## src/rtl/rosc_timer_pkg.sv

```systemverilog
// rosc_timer_pkg: shared types and constants for the
// ring-oscillator timer reader.
package rosc_timer_pkg;

  localparam int COUNT_W     = 32;
  localparam int SYNC_STAGES = 2;

  typedef enum logic [2:0] {
    ST_IDLE   = 3'd0,
    ST_CLEAR  = 3'd1,
    ST_START  = 3'd2,
    ST_RUN    = 3'd3,
    ST_STOP   = 3'd4,
    ST_SYNC   = 3'd5,
    ST_SAMPLE = 3'd6,
    ST_DONE   = 3'd7
  } state_e;

endpackage

```

## src/rtl/rosc_count_sync.sv

```systemverilog
// rosc_count_sync: per-bit multi-flop synchroniser for the
// oscillator count, plus a one-cycle history for stability checks.
module rosc_count_sync
  import rosc_timer_pkg::*;
(
  input  logic               clk,
  input  logic [COUNT_W-1:0] din,
  output logic [COUNT_W-1:0] dout,
  output logic               stable
);

  logic [SYNC_STAGES-1:0][COUNT_W-1:0] stg;
  logic [COUNT_W-1:0]                  prev;

  // Free-running with no reset so the chain keeps tracking the timer.
  always_ff @(posedge clk) begin
    stg[0] <= din;
    for (int i = 1; i < SYNC_STAGES; i++) begin
      stg[i] <= stg[i-1];
    end
    prev <= stg[SYNC_STAGES-1];
  end

  assign dout   = stg[SYNC_STAGES-1];
  assign stable = (stg[SYNC_STAGES-1] == prev);

endmodule

```

## src/rtl/rosc_timer_reader.sv

```systemverilog
// rosc_timer_reader: opens a timed window on the ring-oscillator
// timer and reads its count back across the clock boundary.
module rosc_timer_reader
  import rosc_timer_pkg::*;
#(
  parameter int WINDOW_W    = 16,
  parameter int HOLD_CYCLES = 4,
  parameter int SETTLE_MAX  = 8
) (
  input  logic                clk,
  input  logic                rst_n,
  input  logic                go,
  input  logic [WINDOW_W-1:0] window_cycles,
  output logic                busy,
  output logic                tmr_clear,
  output logic                tmr_start,
  output logic                tmr_stop,
  input  logic [COUNT_W-1:0]  tmr_count,
  output logic [COUNT_W-1:0]  result,
  output logic                result_valid,
  input  logic                result_ready,
  output logic                error
);

  localparam int HOLD_MAX =
    (HOLD_CYCLES > SYNC_STAGES) ? HOLD_CYCLES : SYNC_STAGES;
  localparam int HW = $clog2(HOLD_MAX + 1);
  localparam int AW = $clog2(SETTLE_MAX + 1);

  localparam logic [HW-1:0] HOLD_LAST = HW'(HOLD_CYCLES - 1);
  localparam logic [HW-1:0] SYNC_LAST = HW'(SYNC_STAGES - 1);
  localparam logic [AW-1:0] ATT_LAST  = AW'(SETTLE_MAX - 1);
  localparam logic [WINDOW_W-1:0] WIN_ONE = WINDOW_W'(1);

  state_e              state;
  state_e              state_nxt;
  logic [HW-1:0]       hold_cnt;
  logic [HW-1:0]       hold_nxt;
  logic [WINDOW_W-1:0] win_cnt;
  logic [WINDOW_W-1:0] win_nxt;
  logic [AW-1:0]       att_cnt;
  logic [AW-1:0]       att_nxt;
  logic [COUNT_W-1:0]  res_nxt;
  logic                err_nxt;
  logic [COUNT_W-1:0]  sync_q;
  logic                sync_eq;
  logic                hold_last;

  rosc_count_sync u_sync (
    .clk    (clk),
    .din    (tmr_count),
    .dout   (sync_q),
    .stable (sync_eq)
  );

  assign hold_last = (hold_cnt == HOLD_LAST);

  always_comb begin
    state_nxt = state;
    hold_nxt  = hold_cnt;
    win_nxt   = win_cnt;
    att_nxt   = att_cnt;
    res_nxt   = result;
    err_nxt   = error;
    unique case (state)
      ST_IDLE: begin
        if (go && (window_cycles != '0)) begin
          state_nxt = ST_CLEAR;
          win_nxt   = window_cycles;
          hold_nxt  = '0;
        end
      end
      ST_CLEAR: begin
        if (hold_last) begin
          state_nxt = ST_START;
          hold_nxt  = '0;
        end else begin
          hold_nxt = hold_cnt + HW'(1);
        end
      end
      ST_START: begin
        if (hold_last) begin
          state_nxt = ST_RUN;
          hold_nxt  = '0;
        end else begin
          hold_nxt = hold_cnt + HW'(1);
        end
      end
      ST_RUN: begin
        if (win_cnt == WIN_ONE) begin
          state_nxt = ST_STOP;
          hold_nxt  = '0;
        end else begin
          win_nxt = win_cnt - WIN_ONE;
        end
      end
      ST_STOP: begin
        if (hold_last) begin
          state_nxt = ST_SYNC;
          hold_nxt  = '0;
        end else begin
          hold_nxt = hold_cnt + HW'(1);
        end
      end
      ST_SYNC: begin
        if (hold_cnt == SYNC_LAST) begin
          state_nxt = ST_SAMPLE;
          hold_nxt  = '0;
          att_nxt   = '0;
        end else begin
          hold_nxt = hold_cnt + HW'(1);
        end
      end
      ST_SAMPLE: begin
        // Two matching reads in a row mean no bit was mid-flight.
        if (sync_eq) begin
          state_nxt = ST_DONE;
          res_nxt   = sync_q;
          err_nxt   = 1'b0;
        end else if (att_cnt == ATT_LAST) begin
          state_nxt = ST_DONE;
          res_nxt   = sync_q;
          err_nxt   = 1'b1;
        end else begin
          att_nxt = att_cnt + AW'(1);
        end
      end
      ST_DONE: begin
        if (result_ready) begin
          state_nxt = ST_IDLE;
        end
      end
      default: begin
        state_nxt = ST_IDLE;
      end
    endcase
  end

  // Outputs are decoded from the next state so they toggle on the
  // same edge as the state register and never glitch.
  always_ff @(posedge clk) begin
    if (!rst_n) begin
      state        <= ST_IDLE;
      hold_cnt     <= '0;
      win_cnt      <= '0;
      att_cnt      <= '0;
      busy         <= 1'b0;
      tmr_clear    <= 1'b0;
      tmr_start    <= 1'b0;
      tmr_stop     <= 1'b0;
      result_valid <= 1'b0;
      result       <= '0;
      error        <= 1'b0;
    end else begin
      state        <= state_nxt;
      hold_cnt     <= hold_nxt;
      win_cnt      <= win_nxt;
      att_cnt      <= att_nxt;
      busy         <= (state_nxt != ST_IDLE);
      tmr_clear    <= (state_nxt == ST_CLEAR);
      tmr_start    <= (state_nxt == ST_START);
      tmr_stop     <= (state_nxt == ST_STOP);
      result_valid <= (state_nxt == ST_DONE);
      result       <= res_nxt;
      error        <= err_nxt;
    end
  end

endmodule

```

## config.mk

```make
export PLATFORM = sky130hd
export DESIGN_NAME = rosc_timer_reader
export DESIGN_NICKNAME = d
export VERILOG_FILES = /design/src/rtl/rosc_timer_pkg.sv /design/src/rtl/rosc_count_sync.sv /design/src/rtl/rosc_timer_reader.sv
export SDC_FILE = /design/constraint.sdc
export NUM_CORES = 1
export LEC_CHECK = 0
export ABC_AREA = 1
export CAP_MARGIN = 20
export CELL_PAD_IN_SITES_DETAIL_PLACEMENT = 0
export CELL_PAD_IN_SITES_GLOBAL_PLACEMENT = 1
export CORE_AREA = 2 2 129 131
export CTS_CLUSTER_DIAMETER = 30
export CTS_CLUSTER_SIZE = 30
export DETAILED_ROUTE_END_ITERATION = 8
export DIE_AREA = 0 0 131 133
export PLACE_DENSITY_LB_ADDON = 0.1
export SYNTH_ARGS = -nofsm -noshare
export SYNTH_HDL_FRONTEND = slang
export SYNTH_HIERARCHICAL = 1
export SYNTH_SLANG_ARGS = --single-unit
```

## constraint.sdc

```tcl
create_clock -name clk -period 2.3 [get_ports clk]
set_input_delay 0.575 -clock clk [delete_from_list [all_inputs] [get_ports clk]]
set_output_delay 0.575 -clock clk [all_outputs]
set_load 0.05 [all_outputs]
```

* Word-level counts from Yosys, hierarchy flattened *
Index checks and enable logic that the tools add are counted.

cells by class
  add/subtract/negate cells = 3
  eq/ne operators = 22
  mux-type cells = 26
  reductions and logical operators = 13

operator list
  operator                                               number
  two-way mux 32 bit                                     2
  two-way mux 3 bit                                      13
  equality test 32 bit                                   1
  two-way mux 16 bit                                     2
  one-hot mux 16 bit (2 select lines)                    1
  one-hot mux 3 bit (8 select lines)                     1
  equality test 3 bit (second input constant)            6
  equality test 16 x 1 -> 1 bit (second input constant)  1
  nonzero test 16 bit                                    1
  subtractor 16 x 1 -> 16 bit (second input constant)    1
  equality test 3 x 2 -> 1 bit (second input constant)   4
  two-way mux 4 bit                                      3
  inequality test 2 bit (second input constant)          6
  one-hot mux 3 bit (4 select lines)                     1
  equality test 3 x 1 -> 1 bit (second input constant)   3
  one-hot mux 4 bit (2 select lines)                     1
  AND reduction 3 bit                                    2
  nonzero test 2 bit                                     3
  adder 4 x 1 -> 4 bit (second input constant)           1
  equality test 4 x 3 -> 1 bit (second input constant)   1
  AND reduction 4 bit                                    1
  nonzero test 4 bit                                     1
  adder 3 x 1 -> 3 bit (second input constant)           1
  zero test 3 bit                                        1
  other kinds (5)                                        6

word-level totals
  flip-flop bits (word level) = 160
  input bits = 52
  output and inout port bits = 38
  word-level logic and storage cells = 78

* Depth between registers and ports, before layout *
Gate-level depths: netlist of run 1.

  depth after elaboration = 5
  mapped depth = 17
  gate-level depth less buffers = 17

* By module *
The synthesis of run 1 kept the hierarchy.

modules (own cells, without submodules)
  module             times used  cells an instance  area each (µm²)  sequential area each (µm²)
  rosc_timer_reader  1           530                3350.7           1281.2
  rosc_count_sync    1           296                2807.7           1921.8

* Worst setup path after synthesis of run 1 *
OpenSTA, ideal clock, no wires.

  kind = reg-to-reg
  from = register u_sync.stg, in the netlist u_sync/dout[17]
  to = register result[0]
  library setup time = 64 ps
  arrival = 1552 ps
  data required time = 2236 ps
  setup slack = 684 ps
  cell stages (with the launch flop) = 16
  buffers on the path = 1
  period minus slack after synthesis = 1616 ps
  cell sequence = dfxtp_1 inv_1 nand2_1 nand2_1 nor2_1 nand2_1 nor2_1 nand2_1 nor2_1 inv_1 nand2_1 nand2_2 inv_1 buf_2 nor2_1 nor2_1

between the ends
  cells in the longest elaborated chain, start to end = 3
  elaborated cells on any way between the ends = 4
  those cells by class = 1 x eq/ne; 1 x mux; 2 x reduce/logical

ends and longest elaborated chain
  what                                  RTL line                  RTL
  start, declared                       rosc_count_sync.sv:12     logic [SYNC_STAGES-1:0][COUNT_W-1:0] stg;
  start signal, assigned by index       rosc_count_sync.sv:19     stg[i] <= stg[i-1];
  equality test 32 bit (*)              rosc_count_sync.sv:25     assign stable = (stg[SYNC_STAGES-1] == prev);
  net sync_eq                           rosc_timer_reader.sv:46   logic sync_eq;
  nonzero test 2 bit (no source line)   -
  AND reduction 2 bit (no source line)  -
  end signal, assigned                  rosc_timer_reader.sv:164  result <= res_nxt;
  end, declared                         rosc_timer_reader.sv:19   output logic [COUNT_W-1:0] result,

Mark *: on every way through the listed nets, which the timed path passes. The rest lies on a longest branch.
A chain may end at the register's enable or synchronous reset.

* Final worst setup path of run 1 *
  from = register error
  to = output port error

RTL lines
  what                    RTL line                  RTL
  start, declared         rosc_timer_reader.sv:22   output logic error
  start signal, assigned  rosc_timer_reader.sv:165  error <= err_nxt;

No word-level cell between the ends.

==> out/qor.txt, run 1 <==
SYNTH
--------------------------------------------------------------------------------------------------------
Cell type with the highest aggregate area in the netlist ..................................      dfxtp_1
Main synth FF type ........................................................................      dfxtp_1
Area share of the leading cell type in the synthesized netlist ............................        0.520
Synth warnings ............................................................................            6
Post-synth design cell area ...............................................................    6160 um^2
Post-Synthesis Mean Instance Area .........................................................    7.46 um^2
Most area-consuming cells after synthesis ................................................. dfxtp_1 52%, nor2_1 12%, nand2_1 12%
Synthesized instance count ................................................................          826
Mapped Nets ...............................................................................          886
Distinct cell type count of the synthesized netlist .......................................           28
Number of flops mapped to enable cells by yosys ...........................................            0
Post-synthesis sequential element count ...................................................          160
Register area share after synthesis .......................................................        0.520
FFs w/ async S/R, synth ...................................................................            0

FINISH
--------------------------------------------------------------------------------------------------------
Register area .............................................................................    3200 um^2
Number of fill cells in the layout ........................................................         1588
Most frequent cells in the layout ......................................................... 197 x nor2_1, 191 x nand2_1, 159 x dfxtp_1, 92 x inv_1, 88 x clkdlybuf4s50_1
Final Util ................................................................................        0.476
Commonest non-fill, non-tap cell in the layout ............................................       nor2_1
Final antenna diode count .................................................................            0
P&R area growth vs syn ....................................................................        25.0%
Area occupied by multi-input gates ........................................................    2250 um^2
Ratio of cells with drive above 1 in the final layout .....................................       0.0727
Post-route cell area ......................................................................    7700 um^2
Number of nets in the final layout ........................................................          955

GLOBAL ROUTING
--------------------------------------------------------------------------------------------------------
Vias in the first global route ............................................................         4723
Largest net degree at the start of global routing .........................................           23
Wire length of the first global-routing pass ..............................................      22.2 mm
Number of antenna violations at the first check in global routing .........................            0
Remaining Overflow, GRT ...................................................................            0
Gr usage total ............................................................................        0.164

CLOCK NETWORK
--------------------------------------------------------------------------------------------------------
TritonCTS clock tree ......................................................................         done
CTS Hold Bufs .............................................................................            0
Post-CTS clock slew at the launch and capture registers of the worst setup and hold paths .        70 ps
Number of buffers inserted during clock tree synthesis ....................................           17
Number of H-tree levels ...................................................................            4
Clk Latency, worst-skew pair ..............................................................       420 ps
Clk buf depth .............................................................................            2
CTS root buf ..............................................................................    clkbuf_16
Clock sinks ...............................................................................          160

SETUP PATH
--------------------------------------------------------------------------------------------------------
Crit path max fanout ......................................................................            2
Critical path data required time ..........................................................      1730 ps
Cell with the largest stage delay on the worst path ....................................... clkdlybuf4s50_1
Largest stage delay, worst path ...........................................................       810 ps
Depth of the most critical reg-to-reg path ................................................           14
Reg2Reg Launch Point ...................................................................... u_sync/dout[10]
Worst r2r dst .............................................................................   result[22]
Cell type group with the largest total delay on the critical path ......................... buffers and inverters
Kind of critical path ..................................................................... flip-flop to output pin
Crit path capture type ....................................................................   output pin
Register-to-register setup slack ..........................................................       250 ps
Stages on worst setup path ................................................................            1
Cells traversed along the worst timing path ............................................... clkdlybuf4s50_1
Endpoint arrival time on the critical path ................................................      1590 ps
Count of buffering cells on the critical path with inverters included .....................            1
CP Launch Type ............................................................................    flip-flop

ROUTING
--------------------------------------------------------------------------------------------------------
Average routed wire per standard cell .....................................................      11.9 um
Length of routed met3 wiring ..............................................................       473 um
Detailed-route vias per instance ..........................................................         4.36
DRT iter0 DRCs ............................................................................          264
Post-DRT Antenna Nets .....................................................................            0
Sum of routed wire segments on met1 .......................................................      6.15 mm
Number of DRC violations after detailed routing ...........................................            0
Top routing layer in use ..................................................................         met4
TritonRoute pass-1 iters ..................................................................            4
Met2 Wirelength ...........................................................................      6.65 mm
Routed via count ..........................................................................         4923
DRT Wirelength ............................................................................      13.4 mm

FLOORPLAN
--------------------------------------------------------------------------------------------------------
X dimension of the die ....................................................................       131 um
Num rows ..................................................................................           47
Boundary Pins .............................................................................           90
DIE AREA ..................................................................................   17400 um^2
Height of the die .........................................................................       133 um
Starting density of the core ..............................................................        0.381
Placeable core region .....................................................................   16200 um^2

PLACE
--------------------------------------------------------------------------------------------------------
Post-placement worst setup slack ..........................................................       137 ps
DP HPWL ...................................................................................      9.76 mm
Placement Cell Area .......................................................................    7070 um^2
Count of port buffers added during placement ..............................................           89
Weighted congestion at the end of routability-driven global placement .....................        0.831

POWER
--------------------------------------------------------------------------------------------------------
Internal ..................................................................................      4.76 mW
IR drop worst, VDD ........................................................................       580 uV
Total power per unit cell area ............................................................  843 nW/um^2
Static leakage ............................................................................      3.57 nW
Total power ...............................................................................      6.49 mW
Portion of total power attributed to sequential cells .....................................        0.463
Combinational cell fraction of total power ................................................        0.100
Clock share of power ......................................................................        0.437
Fraction of power spent switching nets ....................................................        0.267
Net switching power figure ................................................................      1.73 mW

MIN PATH
--------------------------------------------------------------------------------------------------------
WHS Path Cells ............................................................................            0
Worst hold path startpoint ................................................................ u_sync/stg[9]
WHS Endpoint .............................................................................. u_sync/dout[9]
Class of the tightest hold or removal check ............................................... flip-flop to flip-flop

TIMING
--------------------------------------------------------------------------------------------------------
Number of hold violations in the final report .............................................            0
Count of endpoints failing setup in the final report ......................................            0
Post-Route Setup TNS ......................................................................         0 ps
Fin crit period ...........................................................................      2160 ps
Post-Route Skew ...........................................................................      9.69 ps
Unrepaired setup endpoints after global routing ...........................................          yes
Final number of max-transition violations .................................................            0
Max frequency .............................................................................    0.462 GHz
Worst-case setup margin in the final layout ...............................................       137 ps
Relative slew slack .......................................................................        0.632
Worst Max-Slew Pin Slew ...................................................................       550 ps
Final worst path period share .............................................................        0.941

RUN
--------------------------------------------------------------------------------------------------------
Number of max-capacitance violations reported .............................................            0

OUTCOME
--------------------------------------------------------------------------------------------------------
Status .................................................................................... finished clean

## flip-flops by register name (all words and copies together), names as in the netlist
name,flops
tmr_start,1
tmr_clear,1
win_cnt,16
state,3
result_valid,1
u_sync/dout,32
tmr_stop,1
error,1
busy,1
hold_cnt,3
u_sync/prev,32
u_sync/stg,32
att_cnt,4
result,32
## metal layers
metal	global-route usage	vias up
met5	0	-
met4	0.0644	0
met3	0.0425	10
met2	0.274	86
met1	0.200	2214
li1	-	2613
## timing repair
| item | 4_1_cts | 5_1_grt |
|---|---|---|
| resized for setup | 0 | 12 |
| endpoints found under the setup margin | 0 | 39 |
| buffers inserted | 0 | 0 |
## cell usage after synthesis (2+ instances only)
cell      instances
nor2_1          198
nand2_1         191
dfxtp_1         160
inv_1            93
o21ai_0          46
nand3_1          38
buf_4            32
a21oi_1          12
clkbuf_1          9
ha_1              8
buf_2             7
nor2_2            6
nand2_2           4
nand2_4           3
nand3b_1          3
xor2_1            3
inv_2             2
## power groups by stage
| stage | Clock, mW | Combinational, mW | Sequential, mW |
|---|---|---|---|
| final | 2.83 | 0.650 | 3.01 |
| after global routing | 3.03 | 0.745 | 3.03 |
| after CTS | 2.90 | 0.656 | 3.01 |
| after detailed placement | 0 | 0.652 | 3.07 |
| after global placement | 0 | 0.644 | 3.06 |
| after floorplan | 0 | 0.464 | 3.06 |
## cell type report
cell class	instances	share of cell area
Timing Repair Buffer	100	0.130
Clock inverter	14	0.0216
Multi-Input combinational cell	520	0.292
Clock buffer	18	0.0570
Inverter	96	0.0474
Tap cell	220	0.0357
Sequential cell	160	0.416
## metrics by stage
step,std cells,hold slack (ps)
2_1_floorplan,826,310
3_3_place_gp,1096,310
3_5_place_dp,1096,312
4_1_cts,1128,328
5_1_grt,1128,334
6_report,1128,326
## how the worst max path moves through the flow
stage / from / endpoint / slack [ps]
after global routing: u_sync/dout[10] / result[30] / -30
final: error / error / 140
after global placement: window_cycles[0] / hold_cnt[1] / 130
after detailed placement: window_cycles[0] / hold_cnt[2] / 140
after CTS: error / error / 100
after floorplan: u_sync/dout[17] / result[0] / 680
## worst register-to-register path, cell delays in order, from the launching register on
cell and delay, ps:
dfxtp_1 370, inv_1 50, nand2_1 50, nand2_1 40, nor2_1 170, nand2_1 130
nor2_2 160, nand2_1 60, nor2_1 140, inv_1 50, nand2_1 110, nand2_2 120
buf_4 230, o21ai_0 210, nor2_1 60
## kinds of logic (layout without fill, tap and decap cells)
| logic type | count (synthesis) | after routing | synth area share |
|---|---|---|---|
| buffers and inverters | 146 | 228 | 0.115 |
| AOI/OAI and AO/OA | 62 | 62 | 0.0518 |
| and+or+nand+nor | 447 | 447 | 0.293 |
| DFF | 160 | 160 | 0.520 |
| xor gates and xnor gates | 3 | 3 | 0.00427 |
| adders and majority gates | 8 | 8 | 0.0163 |
Note: power is estimated with default switching activity, not from simulation.
==> inputs of run 2 (changes only) <==
CORE_AREA = 2 2 106 159   (was 2 2 129 131)
DIE_AREA = 0 0 108 161   (was 0 0 131 133)
GPL_ROUTABILITY_DRIVEN = 0   (was unset)
==> run 2 against run 1 <==
Sequential power hardly changed. Highest routed layer unchanged. Maximum frequency is 0.81% lower. Wire length rose by 1.4%. Count of clock-buffer cells in the layout fell by 1. Critical path depth did not move. Largest cell class unchanged.
==> out/qor.txt, run 2 (synthesized netlist as in run 1, its figures left out) <==
TIMING
--------------------------------------------------------------------------------------------------------
Worst Max-Slew Pin Slew ...................................................................       551 ps   was 550 ps
Fin crit period ...........................................................................      2180 ps   was 2160 ps
Final worst path period share .............................................................        0.948   was 0.941
Post-Route Skew ...........................................................................      17.8 ps   was 9.69 ps
Hold Worst Slack ..........................................................................       322 ps   was 326 ps
Post-Route Setup TNS ......................................................................         0 ps   unchanged
Count of endpoints failing setup in the final report ......................................            0   unchanged
Number of hold violations in the final report .............................................            0   unchanged
Unrepaired setup endpoints after global routing ...........................................           no   was yes
Relative slew slack .......................................................................        0.631   was 0.632
Max frequency .............................................................................    0.459 GHz   was 0.462 GHz
Final number of max-transition violations .................................................            0   unchanged
Worst-case setup margin in the final layout ...............................................       119 ps   was 137 ps

CLOCK NETWORK
--------------------------------------------------------------------------------------------------------
Clock sinks ...............................................................................          160   unchanged
Number of H-tree levels ...................................................................            4   unchanged
Buffer count from post-CTS setup fixing ...................................................            0   unchanged
Clk buf depth .............................................................................            2   unchanged
Post-CTS clock slew at the launch and capture registers of the worst setup and hold paths .        70 ps   about the same
Number of buffers inserted during clock tree synthesis ....................................           17   unchanged
TritonCTS clock tree ......................................................................         done   unchanged
CTS root buf ..............................................................................    clkbuf_16   unchanged
CTS Hold Bufs .............................................................................            0   unchanged
CTS-repair resized insts ..................................................................            0   unchanged
Clk Latency, worst-skew pair ..............................................................       430 ps   was 420 ps

FINISH
--------------------------------------------------------------------------------------------------------
Most frequent cells in the layout ......................................................... 198 x nor2_1, 191 x nand2_1, 156 x dfxtp_1, 93 x inv_1, 88 x clkdlybuf4s50_1   was 197 x nor2_1, 191 x nand2_1, 159 x dfxtp_1, 92 x inv_1, 88 x clkdlybuf4s50_1
Final antenna diode count .................................................................            0   unchanged
Final Util ................................................................................        0.475   was 0.476
Post-route cell area ......................................................................    7630 um^2   was 7700 um^2
Number of nets in the final layout ........................................................          952   was 955
P&R area growth vs syn ....................................................................        23.8%   was 25.0%
Number of fill cells in the layout ........................................................         1636   was 1588
Final std cells w/o fill ..................................................................         1111   was 1128
Ratio of cells with drive above 1 in the final layout .....................................       0.0718   was 0.0727
Commonest non-fill, non-tap cell in the layout ............................................       nor2_1   unchanged

SETUP PATH
--------------------------------------------------------------------------------------------------------
Crit path capture type ....................................................................   output pin   unchanged
Kind of critical path ..................................................................... flip-flop to output pin   unchanged
Cells traversed along the worst timing path ............................................... clkdlybuf4s50_1   unchanged
Register-to-register setup slack ..........................................................       310 ps   was 250 ps
Critical path data required time ..........................................................      1730 ps   about the same
Endpoint arrival time on the critical path ................................................      1610 ps   was 1590 ps
Crit path max fanout ......................................................................            2   unchanged
Count of buffering cells on the critical path with inverters included .....................            1   unchanged
Largest stage delay, worst path ...........................................................       810 ps   about the same
Worst r2r dst .............................................................................    tmr_start   was result[22]
Reg2Reg Launch Point ...................................................................... u_sync/dout[10]   unchanged
Depth of the most critical reg-to-reg path ................................................           18   was 14
CP Launch Type ............................................................................    flip-flop   unchanged
Cell type group with the largest total delay on the critical path ......................... buffers and inverters   unchanged
Cell with the largest stage delay on the worst path ....................................... clkdlybuf4s50_1   unchanged

PLACE
--------------------------------------------------------------------------------------------------------
Inst Count DP .............................................................................         1079   was 1096
Placement Cell Area .......................................................................    7020 um^2   was 7070 um^2
Count of port buffers added during placement ..............................................           89   unchanged
DP HPWL ...................................................................................      10.0 mm   was 9.76 mm
Post-placement worst setup slack ..........................................................       151 ps   was 137 ps

GLOBAL ROUTING
--------------------------------------------------------------------------------------------------------
Remaining Overflow, GRT ...................................................................            0   unchanged
Gr usage total ............................................................................        0.169   was 0.164
Wire length of the first global-routing pass ..............................................      22.8 mm   was 22.2 mm
Largest net degree at the start of global routing .........................................           25   was 23
Number of antenna violations at the first check in global routing .........................            0   unchanged
Vias in the first global route ............................................................         4990   was 4723

ROUTING
--------------------------------------------------------------------------------------------------------
TritonRoute pass-1 iters ..................................................................            4   unchanged
Average routed wire per standard cell .....................................................      12.3 um   was 11.9 um
Number of DRC violations after detailed routing ...........................................            0   unchanged
DRT iter0 DRCs ............................................................................          197   was 264
Routed via count ..........................................................................         4941   was 4923
Post-DRT Antenna Nets .....................................................................            0   unchanged
Detailed-route vias per instance ..........................................................         4.45   was 4.36
DRT Wirelength ............................................................................      13.6 mm   was 13.4 mm

FLOORPLAN
--------------------------------------------------------------------------------------------------------
Boundary Pins .............................................................................           90   unchanged
Starting density of the core ..............................................................        0.384   was 0.381
Height of the die .........................................................................       161 um   was 133 um
DIE AREA ..................................................................................   17400 um^2   about the same
X dimension of the die ....................................................................       108 um   was 131 um
Placeable core region .....................................................................   16000 um^2   was 16200 um^2
Num rows ..................................................................................           57   was 47

MIN PATH
--------------------------------------------------------------------------------------------------------
WHS Path Cells ............................................................................            0   unchanged
WHS Endpoint .............................................................................. u_sync/dout[19]   was u_sync/dout[9]
Worst hold path startpoint ................................................................ u_sync/stg[19]   was u_sync/stg[9]
Class of the tightest hold or removal check ............................................... flip-flop to flip-flop   unchanged

POWER
--------------------------------------------------------------------------------------------------------
Total power ...............................................................................      6.39 mW   was 6.49 mW
Static leakage ............................................................................      3.55 nW   was 3.57 nW
IR drop worst, VDD ........................................................................       624 uV   was 580 uV
Total power per unit cell area ............................................................  838 nW/um^2   was 843 nW/um^2

RUN
--------------------------------------------------------------------------------------------------------
Number of max-capacitance violations reported .............................................            0   unchanged

OUTCOME
--------------------------------------------------------------------------------------------------------
Status .................................................................................... finished clean   unchanged

[run 2: layout make-up]
class | count | area, um^2 | share of cell area
clock buffer | 17 | 425 | 0.0558
tap | 206 | 258 | 0.0338
multi-input combinational | 520 | 2250 | 0.295
inverter | 96 | 365 | 0.0479
timing repair buffer | 97 | 946 | 0.124
sequential | 160 | 3210 | 0.421
clock inverter | 15 | 170 | 0.0223
[run 2: routing by layer]
layer  share of wire  track usage  wire, um
met1            0.39        0.171      5350
met2            0.55        0.322      7550
met3           0.030       0.0367       406
met4           0.024       0.0752       325
met5               0            0         0
[run 2: how the worst max path moves through the flow]
stage / from / to / slack (ps) / cells past startpoint
floorplan: u_sync/dout[17] / result[0] / 680 / 15
global placement: u_sync/dout[10] / att_cnt[3] / 160 / 16
detailed placement: u_sync/dout[10] / att_cnt[2] / 150 / 15
CTS: error / error / 70 / 1
global route: u_sync/dout[7] / tmr_start / 7 / 18
finish: error / error / 120 / 1
[run 2: power by group]
group	internal [mW]	leakage [nW]	total, mW	switching, mW
logic	0.254	1.93	0.634	0.380
registers	2.91	1.33	3.01	0.101
clock network	1.46	0.281	2.75	1.29
total	4.62	3.55	6.39	1.77
